==> src/rtl/pipelined_shifter.sv <==
// Pipelined barrel shifter (SLL / SRL / SRA / ROR) for the execute stage.
// The log2(XLEN) shift levels are spread over PIPE_STAGES register stages.
// A valid/ready handshake with bubble collapse lets it run beside the ALU
// as a multi-cycle unit, and a sideband tag travels with each operation.
module pipelined_shifter #(
    parameter int XLEN        = 32,
    parameter int PIPE_STAGES = 2,
    parameter int TAG_W       = 5
) (
    input  logic                     clk_i,
    input  logic                     rst_ni,
    input  logic                     flush_i,
    input  logic                     in_valid_i,
    output logic                     in_ready_o,
    input  logic [XLEN-1:0]          operand_a_i,
    input  logic [$clog2(XLEN)-1:0]  operand_b_i,
    input  logic [1:0]               op_i,
    input  logic [TAG_W-1:0]         tag_i,
    output logic                     out_valid_o,
    input  logic                     out_ready_i,
    output logic [XLEN-1:0]          shift_data_o,
    output logic [TAG_W-1:0]         tag_o
);

    localparam int LEVELS = $clog2(XLEN);
    // Levels handled per stage; the last stage may get fewer (or none)
    localparam int LPS    = (LEVELS + PIPE_STAGES - 1) / PIPE_STAGES;

    localparam logic [1:0] OP_SLL = 2'b00;
    localparam logic [1:0] OP_SRL = 2'b01;
    localparam logic [1:0] OP_ROR = 2'b10;
    localparam logic [1:0] OP_SRA = 2'b11;

    // Stage registers: everything a later level needs rides along with the data
    logic [PIPE_STAGES-1:0] valid_reg;
    logic [PIPE_STAGES-1:0] fill_reg;
    logic [XLEN-1:0]        data_reg [PIPE_STAGES];
    logic [LEVELS-1:0]      amt_reg  [PIPE_STAGES];
    logic [1:0]             op_reg   [PIPE_STAGES];
    logic [TAG_W-1:0]       tag_reg  [PIPE_STAGES];

    // Inputs seen by each stage's combinational levels
    logic [PIPE_STAGES-1:0] stg_valid;
    logic [PIPE_STAGES-1:0] stg_fill;
    logic [XLEN-1:0]        stg_data [PIPE_STAGES];
    logic [LEVELS-1:0]      stg_amt  [PIPE_STAGES];
    logic [1:0]             stg_op   [PIPE_STAGES];
    logic [TAG_W-1:0]       stg_tag  [PIPE_STAGES];
    logic [XLEN-1:0]        data_next [PIPE_STAGES];

    logic [PIPE_STAGES-1:0] stage_ready;
    logic                   ready_chain;
    logic                   unused_sink;

    // One shift level by a constant distance sh (always < XLEN)
    function automatic logic [XLEN-1:0] shift_by(
        input logic [XLEN-1:0] d,
        input logic [1:0]      op,
        input logic            fill,
        input int              sh
    );
        logic [XLEN-1:0] res;
        logic [XLEN-1:0] fill_mask;
        fill_mask = ~({XLEN{1'b1}} >> sh);
        res       = d;
        case (op)
            OP_SLL: res = d << sh;
            OP_SRL: res = d >> sh;
            OP_SRA: res = (d >> sh) | (fill ? fill_mask : '0);
            OP_ROR: res = (d >> sh) | (d << (XLEN - sh));
        endcase
        return res;
    endfunction

    generate
        for (genvar gi = 0; gi < PIPE_STAGES; gi++) begin : g_stage
            localparam int LO     = gi * LPS;
            localparam int HI_RAW = (gi + 1) * LPS;
            localparam int HI     = (HI_RAW < LEVELS) ? HI_RAW : LEVELS;
            localparam int NLEV   = (HI > LO) ? (HI - LO) : 0;

            // Stage 0 is fed from the ports, later stages from the previous register
            if (gi == 0) begin : g_src_port
                assign stg_valid[gi] = in_valid_i;
                assign stg_data[gi]  = operand_a_i;
                assign stg_amt[gi]   = operand_b_i;
                assign stg_op[gi]    = op_i;
                assign stg_tag[gi]   = tag_i;
                // SRA fill bit is captured once from the original operand
                assign stg_fill[gi]  = (op_i == OP_SRA) && operand_a_i[XLEN-1];
            end else begin : g_src_reg
                assign stg_valid[gi] = valid_reg[gi-1];
                assign stg_data[gi]  = data_reg[gi-1];
                assign stg_amt[gi]   = amt_reg[gi-1];
                assign stg_op[gi]    = op_reg[gi-1];
                assign stg_tag[gi]   = tag_reg[gi-1];
                assign stg_fill[gi]  = fill_reg[gi-1];
            end

            // Chain of levels owned by this stage, ascending shift distance
            logic [XLEN-1:0] lvl [NLEV+1];
            assign lvl[0] = stg_data[gi];
            for (genvar li = 0; li < NLEV; li++) begin : g_level
                localparam int K = LO + li;
                assign lvl[li+1] = stg_amt[gi][K]
                                 ? shift_by(lvl[li], stg_op[gi], stg_fill[gi], 1 << K)
                                 : lvl[li];
            end
            assign data_next[gi] = lvl[NLEV];
        end
    endgenerate

    // Backpressure chain: a stage can load if it is empty or its successor can load
    always_comb begin
        ready_chain = out_ready_i;
        stage_ready = '0;
        for (int s = PIPE_STAGES - 1; s >= 0; s--) begin
            stage_ready[s] = !valid_reg[s] || ready_chain;
            ready_chain    = stage_ready[s];
        end
    end

    // Stage registers: reset clears everything, flush only kills valid bits
    always_ff @(posedge clk_i) begin
        if (!rst_ni) begin
            valid_reg <= '0;
            fill_reg  <= '0;
            for (int s = 0; s < PIPE_STAGES; s++) begin
                data_reg[s] <= '0;
                amt_reg[s]  <= '0;
                op_reg[s]   <= '0;
                tag_reg[s]  <= '0;
            end
        end else begin
            for (int s = 0; s < PIPE_STAGES; s++) begin
                if (flush_i) begin
                    valid_reg[s] <= 1'b0;
                end else if (stage_ready[s]) begin
                    valid_reg[s] <= stg_valid[s];
                    fill_reg[s]  <= stg_fill[s];
                    data_reg[s]  <= data_next[s];
                    amt_reg[s]   <= stg_amt[s];
                    op_reg[s]    <= stg_op[s];
                    tag_reg[s]   <= stg_tag[s];
                end
            end
        end
    end

    assign in_ready_o   = stage_ready[0];
    assign out_valid_o  = valid_reg[PIPE_STAGES-1];
    assign shift_data_o = data_reg[PIPE_STAGES-1];
    assign tag_o        = tag_reg[PIPE_STAGES-1];

    // Sideband carried into the final stage has no consumer past it
    assign unused_sink = ^{op_reg[PIPE_STAGES-1], fill_reg[PIPE_STAGES-1],
                           amt_reg[PIPE_STAGES-1]};

endmodule

==> config.mk <==
export PLATFORM = sky130hd
export DESIGN_NAME = pipelined_shifter
export DESIGN_NICKNAME = d
export VERILOG_FILES = /design/src/rtl/pipelined_shifter.sv
export SDC_FILE = /design/constraint.sdc
export NUM_CORES = 1
export LEC_CHECK = 0
export ABC_AREA = 1
export ABC_CLOCK_PERIOD_IN_PS = 5600
export CAP_MARGIN = 20
export CORE_MARGIN = 5
export CORE_UTILIZATION = 61
export CTS_CLUSTER_SIZE = 14
export DETAILED_ROUTE_END_ITERATION = 10
export GPL_TIMING_DRIVEN = 0
export PLACE_DENSITY = 0.89
export SETUP_SLACK_MARGIN = 0.02
export SLEW_MARGIN = 20
export SYNTH_ARGS = -nofsm -noshare
export SYNTH_HDL_FRONTEND = slang
export SYNTH_SLANG_ARGS = --single-unit
==> constraint.sdc <==
create_clock -name clk_i -period 5.6 [get_ports clk_i]
set_input_delay 0.84 -clock clk_i [delete_from_list [all_inputs] [get_ports clk_i]]
set_output_delay 0.84 -clock clk_i [all_outputs]
set_load 0.01 [all_outputs]
# After elaboration in Yosys (flattened, before gate mapping)
# Memory sizes are Yosys's and may differ from the RTL's.
# Index checks and enable logic that the tools add are counted.
# totals
memories	4
mem_bits_rw	88
romBits	0
regBits	3
wordCells	74
latch_bits	0
# mem_list
memory	words	width	read_ports	rd_clocked_by_memory_dff	write_ports	line_no	source
data_reg	2	32	2	0	2	37	logic [XLEN-1:0] data_reg [PIPE_STAGES];
amt_reg	2	5	1	0	2	38	logic [LEVELS-1:0] amt_reg [PIPE_STAGES];
tag_reg	2	5	2	0	2	40	logic [TAG_W-1:0] tag_reg [PIPE_STAGES];
op_reg	2	2	1	0	2	39	logic [1:0] op_reg [PIPE_STAGES];
# classes
reduce_logical	9
multipliers	0
n_bitwise	20
eq_ne	6
addsub	0
n_div	0
magnitude_cmp	0
n_mux	32
shift	0
# ops
cell	n
case mux 32 bit (4 select lines)	5
two-way mux 32 bit	12
OR 16 x 32 -> 32 bit	2
OR 24 x 32 -> 32 bit	2
OR 28 x 32 -> 32 bit	2
OR 30 x 32 -> 32 bit	2
OR 31 x 32 -> 32 bit	2
two-way mux 5 bit	4
two-way mux 1 bit	9
equality test 2 bit, second input constant	4
OR 1 bit	8
equality test 2 x 1 -> 1 bit, second input constant	2
logical NOT 2 bit	2
two-way mux 2 bit	2
logical NOT 1 bit	2
logical OR 1 bit	2
inverter 1 bit	2
AND reduction 2 bit	1
OR reduction 2 bit	1
logical AND 1 bit	1

# Depth between registers and ports, before layout
# depth
ltp_word	13
depth_mapped	13
mapped_depth_nobuf	12

# Worst setup path after synthesis
# OpenSTA, ideal clock, no wires.
# synth_timing
kind	in2reg
startpoint	in out_ready_i
endpoint	mem data_reg[1][0] (netlist: data_reg[0][32]) (enable)
arrival_time_ns	3.523
setup_ns	0.483
path_buffers	0
slack_ns	1.594
cell_stages	2
cell_sequence	nor2_1 > o21ai_0
# synth_lines
item	line_no	source
start: declaration	20	input logic out_ready_i,
end: declaration	37	

# Worst setup path after layout
# layout_timing
startpoint	in out_ready_i
endpoint	out in_ready_o
# layout_via
elab_chain_len	2
# layout_rtl
item	line_no	source
logical OR 1 bit (2 in series)	118	stage_ready[s] = !valid_reg[s] || ready_chain;
end: declaration	14	output logic in_ready_o,
# Every way passes these cells.

==> impl_metrics.env <==
export IMPL_cts_tree="done"
export IMPL_setup_viol=0
export IMPL_antenna_found_initial=0
export IMPL_hold_viol=0
export IMPL_worstSetupEndpointType="primary output"
export IMPL_min_period_ns=3.051
export IMPL_path_class="in -> out"
export IMPL_startpoint_type="input port"
export IMPL_grt_max_degree=37
export IMPL_cts_root_buf="clkbuf_8"
export IMPL_grt_overflow_total=0
export IMPL_syn2layout_area_growth_pct=19.64
export IMPL_p_comb_share_pct=30.8
export IMPL_hold_path_class="reg -> reg"
export IMPL_crit_top_cell="clkdlybuf4s50_1"
export IMPL_numPortBuffers=86
export IMPL_routedLengthMet1_mm=8.499
export IMPL_grt_pass1_wl_mm=35.67
export IMPL_final_cell_mix="192 x nand2_1, 141 x nand3_1, 95 x inv_1"
export IMPL_synthArstFlopShare_pct=0
export IMPL_r2r_start="valid_reg[1]"
export IMPL_met2_length_mm=10.26
export IMPL_multi_input_area_um2=3231
export IMPL_crit_start="out_ready_i"
export IMPL_drive_above_1_share_pct=13.92
export IMPL_worstPathArrival_ns=2.21
export IMPL_syn_inst=909
export IMPL_final_util_pct=75.45
export IMPL_grt_setup_unrepaired="no"
export IMPL_dr_pass1_iters=7
export IMPL_synth_edf_count=78
export IMPL_place_ws_ns=2.531
export IMPL_via_per_inst=6.299
export IMPL_maxSlewViolCount=0
export IMPL_synth_area_leaders="edfxtp_1 36%, nand2_1 11%, nand3_1 11%"
export IMPL_status="completed"
export IMPL_drc=0
export IMPL_ys_flop_type="edfxtp_1"
export IMPL_fillers=815
export IMPL_core_um2=10420
export IMPL_synth_top_cell_by_area="edfxtp_1"
export IMPL_maxCapViolations=0
export IMPL_p_switching_uw=593.4
export IMPL_finalCritPeriodShare_pct=54.49
export IMPL_place_congestion=1.023
export IMPL_synth_top_area_share_pct=35.66
export IMPL_power_internal_mw=1.141
export IMPL_min_delay_start="valid_reg[0]"
export IMPL_hold_path_depth=2
export IMPL_p_seq_share_pct=42.9
export IMPL_cts_buffer_depth=2
export IMPL_cts_resized=0
export IMPL_dr_wl_met3_mm=2.998
export IMPL_clk_latency_ns=0.35
export IMPL_synthesis_nets=958
export IMPL_initial_utilization_pct=63.06
export IMPL_top_layer="met4"
export IMPL_ir_drop_mv=0.1878
export IMPL_regArea_um2=2402
export IMPL_clock_power_share_pct=26.4
export IMPL_drtIter0Drc=1195
export IMPL_final_cell_area_um2=7859
export IMPL_cts_setup_buffers=0
export IMPL_synth_seq_cells=81
export IMPL_via_count=7238
export IMPL_timing_slew_headroom_pct=57.90
export IMPL_avgSynthCellArea_um2=7.226
export IMPL_routed_wl_mm=23.03
export IMPL_worst_path_max_fanout=3
export IMPL_die_area_um2=12940
export IMPL_worstMarginPinSlew_ns=0.6315
export IMPL_syn_cell_area_um2=6569
export IMPL_ff2ff_path_depth=10
export IMPL_cts_hold_buf=0
export IMPL_drt_wirelength_per_cell_um=20.05
export IMPL_fp_dieW_um=113.8
export IMPL_cts_sinks=81
export IMPL_fp_row_count=37
export IMPL_p_leak_nw=3.491
export IMPL_ys_warnings_count=0
export IMPL_num_antenna_cells=0
export IMPL_finalClockSkew_ns=0.01347
export IMPL_dp_hpwl_mm=17.52
export IMPL_cp_required_ns=4.76
export IMPL_slowest_stage="clkdlybuf4s50_1"
export IMPL_largest_register_ffs=64
export IMPL_htreeDepth=3
export IMPL_slowest_delay_ns=0.52
export IMPL_final_common_cell="nand2_1"
export IMPL_io_pins=88
export IMPL_sw_frac_of_total_pct=34.20
export IMPL_synth_cell_types=27
export IMPL_fin_cells=1149
export IMPL_place_area_um2=7661
export IMPL_postLayoutSetupSlackWorst_ns=2.549
export IMPL_gr_usage_all_layers_pct=35.34
export IMPL_tns_ns=0
export IMPL_detail_route_antenna_nets=0
export IMPL_ys_seq_area_share_pct=36.57
export IMPL_clkSlewWorstSetupHoldPaths_ns=0.10
export IMPL_powerDensity_nw_per_um2=220.7
export IMPL_place_inst=1133
export IMPL_grt_pass1_vias=6879
export IMPL_numCtsBuffers=9
export IMPL_crit_path_cell_trace="clkdlybuf4s50_1 -> nor2_1 -> nand2_1 -> clkdlybuf4s50_1"
export IMPL_fmax_mhz=327.7
export IMPL_die_h_um=113.8
export IMPL_final_nets=1057
layout make-up:
type / instances / share of cell area (%)
inverter: 101 / 4.824
tap: 136 / 2.165
multi-input combinational: 641 / 41.11
sequential: 81 / 30.57
clock inverter: 5 / 0.7164
buffer: 86 / 7.260
timing repair buffer: 88 / 11.56
clock buffer: 11 / 1.799
synthesized netlist by cell type, types with 2 or more instances:
cell,instances
o21ai_1,9
inv_2,6
edfxtp_1,78
a21oi_1,57
nor2_1,69
buf_4,37
nor2_4,2
buf_2,24
buf_1,6
nor2_8,3
nand2_1,193
buf_8,3
o21ai_0,32
nand4_1,65
o22ai_1,14
nand2_2,11
inv_1,95
clkbuf_1,10
nand3_1,141
nand3_2,28
buf_6,6
dfxtp_1,3
or2_0,6
nor3_1,8
critical path: cells and delay by family:
family,cells,cell delay [ns]
and+or+nand+nor,2,0.45
buffers and inverters,2,0.91
cells by family (layout without fill, tap and decap cells):
| family | count (synthesis) | in the layout | share of synthesized area [%] |
|---|---|---|---|
| buffers and inverters | 187 | 291 | 14.46 |
| AND/OR/NAND/NOR | 528 | 528 | 40.06 |
| flip-flops | 81 | 81 | 36.57 |
| AO/OA/AOI/OAI | 113 | 113 | 8.914 |
metrics by stage:
step           total power [mW]  hold slack (ns)
4_1_cts                   1.708           0.4980
3_3_place_gp              1.256           0.4577
2_1_floorplan             1.072           0.4407
6_report                  1.735           0.4970
3_5_place_dp              1.270           0.4704
5_1_grt                   1.793           0.5278
layer usage:
metal / GRT usage [%] / up-vias
li1: - / 3285
met1: 46.05 / 3215
met2: 55.12 / 623
met3: 7.374 / 115
met4: 19.32 / 0
met5: 0 / -
power groups by stage:
stage                     clock (mW)  combinational (mW)  sequential, mW
after floorplan                    0               0.326           0.747
after global placement             0               0.501           0.755
after detailed placement           0               0.515           0.755
after CTS                      0.448               0.518           0.742
after global routing           0.474               0.572           0.747
final                          0.457               0.534           0.743
path summary, 6_finish.rpt:
path	to	slack, ns
worst max-delay path	in_ready_o	2.55
worst min-delay path	valid_reg[1]	0.50
worst max register to register	data_reg[0][21]	3.45
worst min register to register	valid_reg[1]	0.50
Note: power is estimated with default switching activity, not from simulation.
